`src/rtl/step_pkg.sv`:
```
// Speed-code values shared with the speed selector, coil phase patterns and period math.
package step_pkg;

  localparam logic [2:0] SPD_10 = 3'b001;
  localparam logic [2:0] SPD_20 = 3'b010;
  localparam logic [2:0] SPD_30 = 3'b011;
  localparam logic [2:0] SPD_40 = 3'b100;
  localparam logic [2:0] SPD_50 = 3'b101;
  localparam logic [2:0] SPD_60 = 3'b110;

  localparam logic [3:0] PH0 = 4'b0011;
  localparam logic [3:0] PH1 = 4'b0110;
  localparam logic [3:0] PH2 = 4'b1100;
  localparam logic [3:0] PH3 = 4'b1001;

  typedef enum logic {
    ST_IDLE = 1'b0,
    ST_RUN  = 1'b1
  } state_t;

  function automatic logic spd_valid(input logic [2:0] code);
    return (code >= SPD_10) && (code <= SPD_60);
  endfunction

  function automatic logic [3:0] phase_pat(input logic [1:0] ph);
    logic [3:0] pat;
    case (ph)
      2'd0:    pat = PH0;
      2'd1:    pat = PH1;
      2'd2:    pat = PH2;
      default: pat = PH3;
    endcase
    return pat;
  endfunction

  // Clock cycles per full step for rpm code 1..6; callers must not pass 0 or 7.
  function automatic longint calc_period(input int clk_hz, input int steps_per_rev, input int code);
    longint num;
    longint den;
    longint per;
    num = longint'(clk_hz) * longint'(60);
    den = longint'(code) * longint'(10) * longint'(steps_per_rev);
    per = num / den;
    if (per < longint'(2)) per = longint'(2);
    return per;
  endfunction

endpackage

```
`src/rtl/step_period_lut.sv`:
```
// Maps an rpm code to its step period in clock cycles; purely combinational, zero latency.
// Invalid codes return 0 and are never loaded by the sequencer.
module step_period_lut
  import step_pkg::*;
#(
  parameter int CLK_HZ        = 50_000_000,
  parameter int STEPS_PER_REV = 200,
  parameter int CNT_W         = 24
) (
  input  logic [2:0]       code,
  output logic [CNT_W-1:0] period
);

  localparam longint P1 = calc_period(CLK_HZ, STEPS_PER_REV, 1);
  localparam longint P2 = calc_period(CLK_HZ, STEPS_PER_REV, 2);
  localparam longint P3 = calc_period(CLK_HZ, STEPS_PER_REV, 3);
  localparam longint P4 = calc_period(CLK_HZ, STEPS_PER_REV, 4);
  localparam longint P5 = calc_period(CLK_HZ, STEPS_PER_REV, 5);
  localparam longint P6 = calc_period(CLK_HZ, STEPS_PER_REV, 6);
  localparam longint CNT_LIM = longint'(1) << CNT_W;

  // The slowest code has the longest period, so it alone bounds the counter width.
  if (P1 >= CNT_LIM) begin : g_cnt_w_check
    $error("step_period_lut: CNT_W too narrow for the code-1 step period");
  end

  always_comb begin
    period = '0;
    case (code)
      SPD_10:  period = CNT_W'(P1);
      SPD_20:  period = CNT_W'(P2);
      SPD_30:  period = CNT_W'(P3);
      SPD_40:  period = CNT_W'(P4);
      SPD_50:  period = CNT_W'(P5);
      SPD_60:  period = CNT_W'(P6);
      default: period = '0;
    endcase
  end

endmodule

```
`src/rtl/step_sequencer.sv`:
```
// Full-step 4-phase stepper sequencer driven by a 3-bit rpm code; speed/dir apply on step boundaries.
// First step_tick lands per_q cycles after entering RUN; en=0 de-energises on the next edge.
module step_sequencer
  import step_pkg::*;
#(
  parameter int CLK_HZ        = 50_000_000,
  parameter int STEPS_PER_REV = 200,
  parameter int CNT_W         = 24
) (
  input  logic       clk,
  input  logic       rst,
  input  logic       en,
  input  logic       dir,
  input  logic [2:0] speed_in,
  output logic [3:0] coil_out,
  output logic       step_tick,
  output logic       running
);

  state_t           state_q, state_d;
  logic [1:0]       phase_q, phase_d;
  logic [1:0]       phase_nxt;
  logic [CNT_W-1:0] cnt_q, cnt_d;
  logic [CNT_W-1:0] per_q, per_d;
  logic [3:0]       coil_q, coil_d;
  logic             tick_q, tick_d;
  logic [CNT_W-1:0] lut_per;

  step_period_lut #(
    .CLK_HZ       (CLK_HZ),
    .STEPS_PER_REV(STEPS_PER_REV),
    .CNT_W        (CNT_W)
  ) u_lut (
    .code  (speed_in),
    .period(lut_per)
  );

  always_comb begin
    state_d   = state_q;
    phase_d   = phase_q;
    cnt_d     = cnt_q;
    per_d     = per_q;
    coil_d    = coil_q;
    tick_d    = 1'b0;
    phase_nxt = dir ? (phase_q + 2'd1) : (phase_q - 2'd1);

    case (state_q)
      ST_IDLE: begin
        cnt_d  = '0;
        coil_d = en ? phase_pat(phase_q) : 4'b0000;
        if (en && spd_valid(speed_in)) begin
          state_d = ST_RUN;
          per_d   = lut_per;
        end
      end
      ST_RUN: begin
        if (!en) begin
          // Partial step is dropped; phase is kept so re-enable resumes at the same coil pattern.
          state_d = ST_IDLE;
          cnt_d   = '0;
          coil_d  = 4'b0000;
        end else if (cnt_q == per_q - CNT_W'(1)) begin
          phase_d = phase_nxt;
          cnt_d   = '0;
          tick_d  = 1'b1;
          coil_d  = phase_pat(phase_nxt);
          if (spd_valid(speed_in)) per_d = lut_per;
          else                     state_d = ST_IDLE;
        end else begin
          cnt_d  = cnt_q + CNT_W'(1);
          coil_d = phase_pat(phase_q);
        end
      end
      default: state_d = ST_IDLE;
    endcase
  end

  always_ff @(posedge clk) begin
    if (!rst) begin
      state_q <= ST_IDLE;
      phase_q <= '0;
      cnt_q   <= '0;
      per_q   <= '0;
      coil_q  <= 4'b0000;
      tick_q  <= 1'b0;
    end else begin
      state_q <= state_d;
      phase_q <= phase_d;
      cnt_q   <= cnt_d;
      per_q   <= per_d;
      coil_q  <= coil_d;
      tick_q  <= tick_d;
    end
  end

  assign coil_out  = coil_q;
  assign step_tick = tick_q;
  assign running   = (state_q == ST_RUN);

endmodule
```
`config.mk`:
```
export PLATFORM = sky130hd
export DESIGN_NAME = step_sequencer
export DESIGN_NICKNAME = d
export VERILOG_FILES = /design/src/rtl/step_pkg.sv /design/src/rtl/step_period_lut.sv /design/src/rtl/step_sequencer.sv
export SDC_FILE = /design/constraint.sdc
export NUM_CORES = 1
export LEC_CHECK = 0
export CELL_PAD_IN_SITES_DETAIL_PLACEMENT = 0
export CELL_PAD_IN_SITES_GLOBAL_PLACEMENT = 1
export CORE_MARGIN = 2
export CORE_UTILIZATION = 40
export CTS_BUF_LIST = sky130_fd_sc_hd__clkbuf_8
export DETAILED_ROUTE_END_ITERATION = 10
export PLACE_DENSITY_LB_ADDON = 0.2
export SLEW_MARGIN = 40
export SYNTH_ARGS = -nofsm -noshare
export SYNTH_HDL_FRONTEND = slang
export SYNTH_HIERARCHICAL = 1
export SYNTH_SLANG_ARGS = --single-unit
```
`constraint.sdc`:
```
create_clock -name clk -period 3 [get_ports clk]
set_clock_uncertainty 0.1 [all_clocks]
set_input_delay 0.9 -clock clk [delete_from_list [all_inputs] [get_ports clk]]
set_output_delay 0.9 -clock clk [all_outputs]
set_load 0.02 [all_outputs]
```
; After elaboration in Yosys (flattened, before gate mapping)
; Index checks and enable logic that the tools add are counted.
[totals]
reg_bits = 56
input_bits = 7
out_inout_bits = 6
[classes]
n_addsub = 4
magnitude_cmp = 2
n_eq_ne = 15
mux = 22
n_bitwise = 1
n_reduce_logical = 7
[op_table]
columns = op, n
row1 = $mux W24, 6
row2 = $pmux W21 S6, 1
row3 = $pmux W24 S2, 2
row4 = $add A24 B1 Y24 const B, 1
row5 = $eq A24 B24 Y1, 1
row6 = $pmux W4 S3, 2
row7 = $sub A24 B1 Y24 const B, 1
row8 = $mux W4, 3
row9 = $eq A3 B3 Y1 const B, 3
row10 = $pmux W4 S2, 1
row11 = $eq A3 B2 Y1 const B, 2
row12 = $reduce_and A3 Y1, 2
row13 = $mux W1, 5
row14 = $eq A2 B1 Y1 const B, 2
row15 = $eq A2 B2 Y1 const B, 2
row16 = $logic_not A2 Y1, 2
row17 = $ne A2 B1 Y1 const B, 2
row18 = $ne A2 B2 Y1 const B, 2
row19 = $reduce_and A4 Y1, 1
row20 = $eq A3 B1 Y1 const B, 1
row21 = $ge A3 B1 Y1 const B, 1
row22 = $le A3 B3 Y1 const B, 1
row23 = $add A2 B1 Y2 const B, 1
row24 = $logic_and A1 B1 Y1, 2
row25 = 4 further kinds, 4

; Depth between registers and ports, before layout
; Gate-level depths: netlist of the first run.
[logic_depth]
ltp_word = 7
ltp_mapped = 12

; Cells and area by module
; Netlist of the first run, hierarchy kept.
[modules_own_cells]
columns = mod, instances, cells_per_inst, area_each_um2, seq_area_each_um2
row1 = step_sequencer, 1, 536, 4161.5, 1121.1
row2 = step_period_lut, 1, 37, 231.5, 0.0

; Least setup slack after synthesis of the first run
; Ideal clock, no wire load.
[synth_path]
path_type = reg2reg
start = register per_q[0]
end = register coil_q[0] (netlist: coil_out[0])
arrival_ps = 3134
slack_ps = -350
stages_incl_launch_ff = 12
path_buffers = 2
path_cell_list = dfxtp_1 > clkbuf_1 > inv_1 > ha_1 > or3b_1 > or4_1 > a21oi_1 > o21ai_1 > or4_4 > buf_6 > or4_4 > and3_1
[synth_via]
elab_chain_cells = 5
[synth_rtl]
columns = item, line
row1 = from (decl), step_sequencer.sv:24  ; logic [CNT_W-1:0] per_q, per_d;
row2 = from (signal assigned), step_sequencer.sv:90  ; per_q <= per_d;
row3 = $sub A24 B1 Y24, step_sequencer.sv:62  ; end else if (cnt_q == per_q - CNT_W'(1)) begin
row4 = $eq A24 B24 Y1, step_sequencer.sv:62
row5 = $mux W4, step_sequencer.sv:62
row6 = $mux W4, step_sequencer.sv:57  ; if (!en) begin
row7 = $pmux W4 S2, step_sequencer.sv:47  ; case (state_q)
row8 = to (signal assigned), step_sequencer.sv:91  ; coil_q <= coil_d;
row9 = to (decl), step_sequencer.sv:25  ; logic [3:0] coil_q, coil_d;
; No other way between the ends.
; A chain may end at the register's enable or synchronous reset.

; Worst setup path after layout of the first run
[layout_path]
start = register per_q[3]
end = register per_q[17]
[layout_via]
elab_chain_cells = 4
[layout_rtl]
columns = item, line
row1 = $sub A24 B1 Y24, step_sequencer.sv:62
row2 = $eq A24 B24 Y1, step_sequencer.sv:62
row3 = $ne A2 B1 Y1 (no line), -
row4 = $reduce_and A4 Y1 (no line), -
; No other way between the ends.

==> reports/results.ini, run 1 <==
[status]
status=complete, but fails checks
violations=setup timing

[worst_setup_path]
worst_ep_arrival_time_ps=3280
worstPathRequired_ps=3140
crit_chain=buf_4, buf_4, nor3b_4, and3_1, o21ai_0, a211o_1, buf_6, or4_4, nor3_4, buf_6, buf_12, buf_16, o211ai_1
path_class=flip-flop to flip-flop
slowest_stage=or4_4
slowest_delay_ps=610
end_kind=flip-flop
critPathLaunchType=flip-flop
critPathMaxFanout=6

[global_routing]
grt_usage=0.241
grt_pass1_vias=4008
grt_pass1_wl_mm=22.1
grt_overflow_total=0
grt_antenna_before_repair=0
grt_max_degree=49

[synth]
yosys.area.top_type=dfxtp_1
synth_top_flop_cell=dfxtp_1
yosysSeqAreaShare=0.255
ys_warn_count=6
syn-cell-area_um2=4390
synth_enable_flop_cells=0
syn_inst=573
async_flop_share=0
ys_top_cells_by_area=dfxtp_1 (26%), nand3_1 (6.7%), and4_1 (5.2%)
ys_types=61
ys_ff_latch=56
synth_top_cell_area_share=0.255
avgSynthCellArea_um2=7.67

[timing]
worst_slack_ps=-141
slew_headroom=0.510
fin_crit_ps=3140
hold_viol=0
rsz0062_at_grt=yes
fin_hold_ws_ps=401
slew_violations=0
finalSetupViolations=51
post-route-period-util=1.05
max_freq_ghz=0.318
worst_slew_pin_slew_ps=734

[routing]
wire_per_inst_um=17.6
drc=0
dr.pass1.iters=5
vias=4495
avgViaCountPerCell=5.84
drtIter0Drc=385
ant_nets=0
drt-total-wl_mm=13.6

[power]
p_per_area_nw_per_um2=378
total_power_uw=2070
p_leak_uw=0.00204
ir_drop_uv=203

[cells_and_area]
n_fill_cell=1017
finalInstanceArea_um2=5480
drive_above_1_share=0.210
area_growth_pct=24.6
diodes=0
nets=646
final_cells=770

[clocking]
cts_inserted_buffers=5
clk-insertion-delay-late_ps=350
tritoncts=built
root_buffer=clkbuf_8
path_clk_slew_ps=120
clock-sinks=56
htree_num_levels=2
cts_hold_buf=0
clockBufferDepth=2

[die]
core_area_um2=10800
rows=38
ioPinCount=13
die_w_um=109
dieArea_um2=11800
start_util=0.407
die_h_um=109

[hold_path]
hold_path_class=flip-flop to flip-flop

[placement]
io_buffers=12
dp_hpwl_mm=9.13
dpl_cell_area_um2=5020
placedCellCount=740
gp_congestion=0.959

[run]
drv_cap=0

## metrics by stage
step	setup TNS [ps]	utilization	setup WS (ps)
after global routing	-9150	0.507	-238
after floorplan	-57.8	-	-45.4
after global placement	-1530	0.465	-91.5
final	-4510	0.507	-141
after detailed placement	-2610	0.465	-117
after CTS	-3000	0.496	-117
## logic make-up (layout without fill, tap and decap cells)
| group | after synthesis | count (layout) | synth area share |
|---|---|---|---|
| compound gates | 100 | 100 | 0.163 |
| xor+xnor | 50 | 50 | 0.0997 |
| fa+ha+maj | 10 | 10 | 0.0285 |
| buf+inv | 79 | 127 | 0.0866 |
| flops | 56 | 56 | 0.255 |
| mux | 3 | 3 | 0.00684 |
| other cells | 1 | 7 | 0.000854 |
| simple gates | 274 | 277 | 0.359 |
## layout make-up
| cell class | count | area (um^2) | share of cell area |
|---|---|---|---|
| multi-input cells | 447 | 3070 | 0.561 |
| flip-flops and latches | 56 | 1130 | 0.206 |
| repair buffers | 104 | 952 | 0.174 |
| well taps | 140 | 175 | 0.0320 |
| clock buffers | 5 | 68.8 | 0.0126 |
| inverters | 15 | 58.8 | 0.0107 |
| clock inverters | 3 | 20.0 | 0.00366 |
## worst max-delay path: cells and delay by family, from the launching register on
| family | cells | cell delay (ps) |
|---|---|---|
| and+or+nand+nor | 4 | 1350 |
| AOI/OAI and AO/OA | 3 | 470 |
| buffers and inverters | 6 | 760 |
| DFF | 1 | 360 |
## state kept, by name, summed over array words and instances (netlist names)
register and flops:
cnt_q 24, coil_out 4, running 1, phase_q 2, per_q 24, step_tick 1
## synth_stat cells, types with 2 or more instances
cell,n
nor2_1,53
a211o_1,2
inv_1,15
dfxtp_1,56
nor3_1,13
a21oi_1,10
and3_1,14
nand2_1,27
a2111oi_0,2
mux2i_1,3
a211oi_1,2
a31oi_1,26
buf_2,7
a311o_1,2
o31a_1,2
o21bai_1,2
nor3b_1,2
o21ai_0,6
o21ai_1,2
buf_4,10
o31ai_1,5
xor2_1,25
nand3b_1,2
nand4_1,10
buf_6,5
or4_1,26
xnor2_1,25
nor2b_1,4
nor4_1,7
or3_1,4
ha_1,10
or4_4,3
and4_1,26
clkbuf_1,42
o211ai_1,26
nand3_1,59
and2_1,2
nand2b_1,13
## metal layers
metal	vias to the layer above	wire length, um	global-route usage
met4	0	121	0.0440
met5	-	0	0
met3	10	656	0.0454
li1	2239	-	-
met2	104	6090	0.363
met1	2142	6720	0.358
## timing repair
item,in CTS,in global routing
cloned,5,0
endpoints found under the setup margin,48,56
resized for setup,18,15
pin swaps,7,6
buffers inserted,14,3
## path summary, 6_finish.rpt
path | startpoint | endpoint | slack, ps | cells after the start
worst max register to register | per_q[3] | per_q[17] | -140 | 13
worst max-delay path | per_q[3] | per_q[17] | -140 | 13
worst min-delay path | cnt_q[0] | cnt_q[0] | 400 | 1
worst min register to register | cnt_q[0] | cnt_q[0] | 400 | 1
## layout by cell type (no fill, tap or decap), types with 5 or more instances in the layout
cell type        count
buf_6                5
or4_1               25
a21oi_1             10
buf_12               7
o211ai_1            26
nand2b_1            13
conb_1               7
and3_1              14
nand2_1             27
dfxtp_1             52
nor2_1              53
inv_1               15
nor3_1               9
buf_4               78
a31oi_1             26
nor4_1               6
o21ai_0              6
xor2_1              25
ha_1                 9
nand3_1             59
xnor2_1             25
and4_1              25
clkbuf_8             5
clkdlybuf4s50_1     11
nand4_1             10
or4_4                7
## power by group
group | internal (uW) | switching [uW] | total, uW | leakage, uW
Sequential | 768 | 36.1 | 804 | 0.000457
Combinational | 362 | 450 | 812 | 0.00154
Clock | 164 | 289 | 453 | 0.0000455
Power figures use the tool's default switching activity.
==> run 2: changes to the inputs <==
--- a/config.mk
+++ b/config.mk
@@ -11,6 +11,7 @@
 export CORE_UTILIZATION = 40
 export CTS_BUF_LIST = sky130_fd_sc_hd__clkbuf_8
 export DETAILED_ROUTE_END_ITERATION = 10
+export MAX_ROUTING_LAYER = met4
 export PLACE_DENSITY_LB_ADDON = 0.2
 export SLEW_MARGIN = 40
 export SYNTH_ARGS = -nofsm -noshare
==> reports/results.ini, run 2 (synthesis gave the netlist of run 1 again) <==
[status]
status=complete, but fails checks
violations=setup timing

[timing]
slew_headroom=0.498  ; -0.0116
worst_slack_ps=-144  ; -2.46 ps
rsz0062_at_grt=yes
slew_violations=0  ; unchanged
hold_viol=0  ; unchanged
fin_hold_ws_ps=414  ; +13.2 ps
post-route-period-util=1.05  ; about the same
fin_crit_ps=3140  ; +2.46 ps
finalSetupViolations=50  ; -2.0%
finalSetupTns_ps=-5670  ; -1160 ps
worst_slew_pin_slew_ps=752  ; +17.3 ps
max_freq_ghz=0.318  ; about the same

[clocking]
clockBufferDepth=2  ; unchanged
tritoncts=built
path_clk_slew_ps=110  ; about the same
clock-sinks=56  ; unchanged
root_buffer=clkbuf_8
cts_inserted_buffers=5  ; unchanged
clk-insertion-delay-late_ps=340  ; about the same
htree_num_levels=2  ; unchanged
cts_hold_buf=0  ; unchanged

[cells_and_area]
nets=641  ; -0.77%
final_cells=765  ; -0.65%
diodes=0  ; unchanged
area_growth_pct=24.9
final_cell_mix=buf_4 (75), nand3_1 (59), dfxtp_1 (53)
final_common_cell=buf_4
drive_above_1_share=0.226  ; +0.0161
n_fill_cell=1056  ; +3.8%
postLayoutCoreUtil=0.508  ; +0.000927

[power]
p_per_area_nw_per_um2=385  ; +1.8%
p_leak_uw=0.00203  ; -0.40%
ir_drop_uv=200  ; -1.7%
total_power_uw=2110  ; +1.9%

[routing]
avgViaCountPerCell=5.89  ; +0.97%
dr.pass1.iters=7  ; +2
drtIter0Drc=289  ; -25%
ant_nets=0  ; unchanged
wire_per_inst_um=17.9  ; +1.6%
drc=0  ; unchanged
vias=4509  ; +0.31%
drt-total-wl_mm=13.7  ; +0.90%

[die]
ioPinCount=13  ; unchanged
rows=38  ; unchanged
die_h_um=109  ; unchanged
core_area_um2=10800  ; unchanged
die_w_um=109  ; unchanged
dieArea_um2=11800  ; unchanged
start_util=0.407  ; unchanged

[placement]
placedCellCount=739  ; -0.14%
gp_congestion=0.968  ; +0.97%
io_buffers=12  ; unchanged
dp_hpwl_mm=9.09  ; -0.51%

[worst_setup_path]
worstPathRequired_ps=3130  ; about the same
worst-path-buf-inv=3  ; -3
crit_top_cell=or4_4
cpLargestDelayFamily=simple AND/OR/NAND/NOR gates
slowest_delay_ps=580  ; -30 ps
critPathLaunchType=flip-flop
end_kind=flip-flop
path_class=flip-flop to flip-flop
worst_ep_arrival_time_ps=3280  ; about the same
critPathMaxFanout=10  ; +4
slowest_stage=or4_4
crit_chain=inv_2, ha_4, or3b_4, or4_4, a21oi_4, o21ai_4, or4_4, buf_6, nor3_4, clkbuf_16, o211ai_1

[hold_path]
hold_path_class=flip-flop to flip-flop

[global_routing]
grt_usage=0.243  ; +0.00251
grt_max_degree=57  ; +16%
grt_overflow_total=0  ; unchanged
grt_pass1_vias=4216  ; +5.2%
grt_pass1_wl_mm=21.8  ; -1.4%
grt_antenna_before_repair=0  ; unchanged

[run]
drv_cap=0  ; unchanged

run 2: cell count changes in the layout (fill, tap and decap cells not counted), sizes merged:
cell	delta
buf	-6
clkbuf	+2
clkinv	-1
clkinvlp	-1
inv	+1
run 2: worst reg2reg max path, stage by stage, from the launching register on:
cell,delay [ps]
dfxtp_2,350
inv_2,70
ha_4,120
or3b_4,370
or4_4,440
a21oi_4,180
o21ai_4,70
or4_4,580
buf_6,160
nor3_4,260
clkbuf_16,240
o211ai_1,100
run 2: stage by stage:
stage	cell area [um^2]	worst slack, ps
CTS	5300	-105
floorplan	4450	-45.4
global placement	5020	-301
finish	5490	-144
detailed placement	5020	-315
global route	5490	-231
run 2: layer usage:
| layer | wire (um) | share of wire | vias up | track usage |
|---|---|---|---|---|
| met2 | 6160 | 0.45 | 129 | 0.363 |
| met5 | 0 | 0 | - | - |
| met1 | 6580 | 0.48 | 2129 | 0.334 |
| li1 | - | - | 2223 | - |
| met4 | 371 | 0.027 | 0 | 0.0989 |
| met3 | 598 | 0.044 | 28 | 0.0281 |
run 2: where the power goes:
part           switching, uW  internal [uW]
logic                    468            383
registers               36.5            768
clock network            272            183
total                    776           1330
run 2: path summary, 6_finish.rpt:
check                              start        to  slack [ps]  depth (start not counted)
worst min register to register  cnt_q[0]  cnt_q[0]         410                          1
worst max register to register  per_q[1]  per_q[3]        -140                         11
worst min-delay path            cnt_q[0]  cnt_q[0]         410                          1
worst max-delay path            per_q[1]  per_q[3]        -140                         11
run 2: final cells by class:
cell class / instances / area (um^2) / share of cell area
clock inverters: 2 / 7.51 / 0.00137
flip-flops and latches: 56 / 1120 / 0.205
well taps: 140 / 175 / 0.0319
inverters: 15 / 58.8 / 0.0107
repair buffers: 99 / 880 / 0.160
multi-input cells: 447 / 3160 / 0.576
clock buffers: 6 / 82.6 / 0.0151
run 2: timing repair:
item                       4_1_cts  5_1_grt
resized for setup               21       28
buffers inserted                11        5
setup endpoints to repair       55       56
gates cloned                     3        1
pin swaps                       10       13
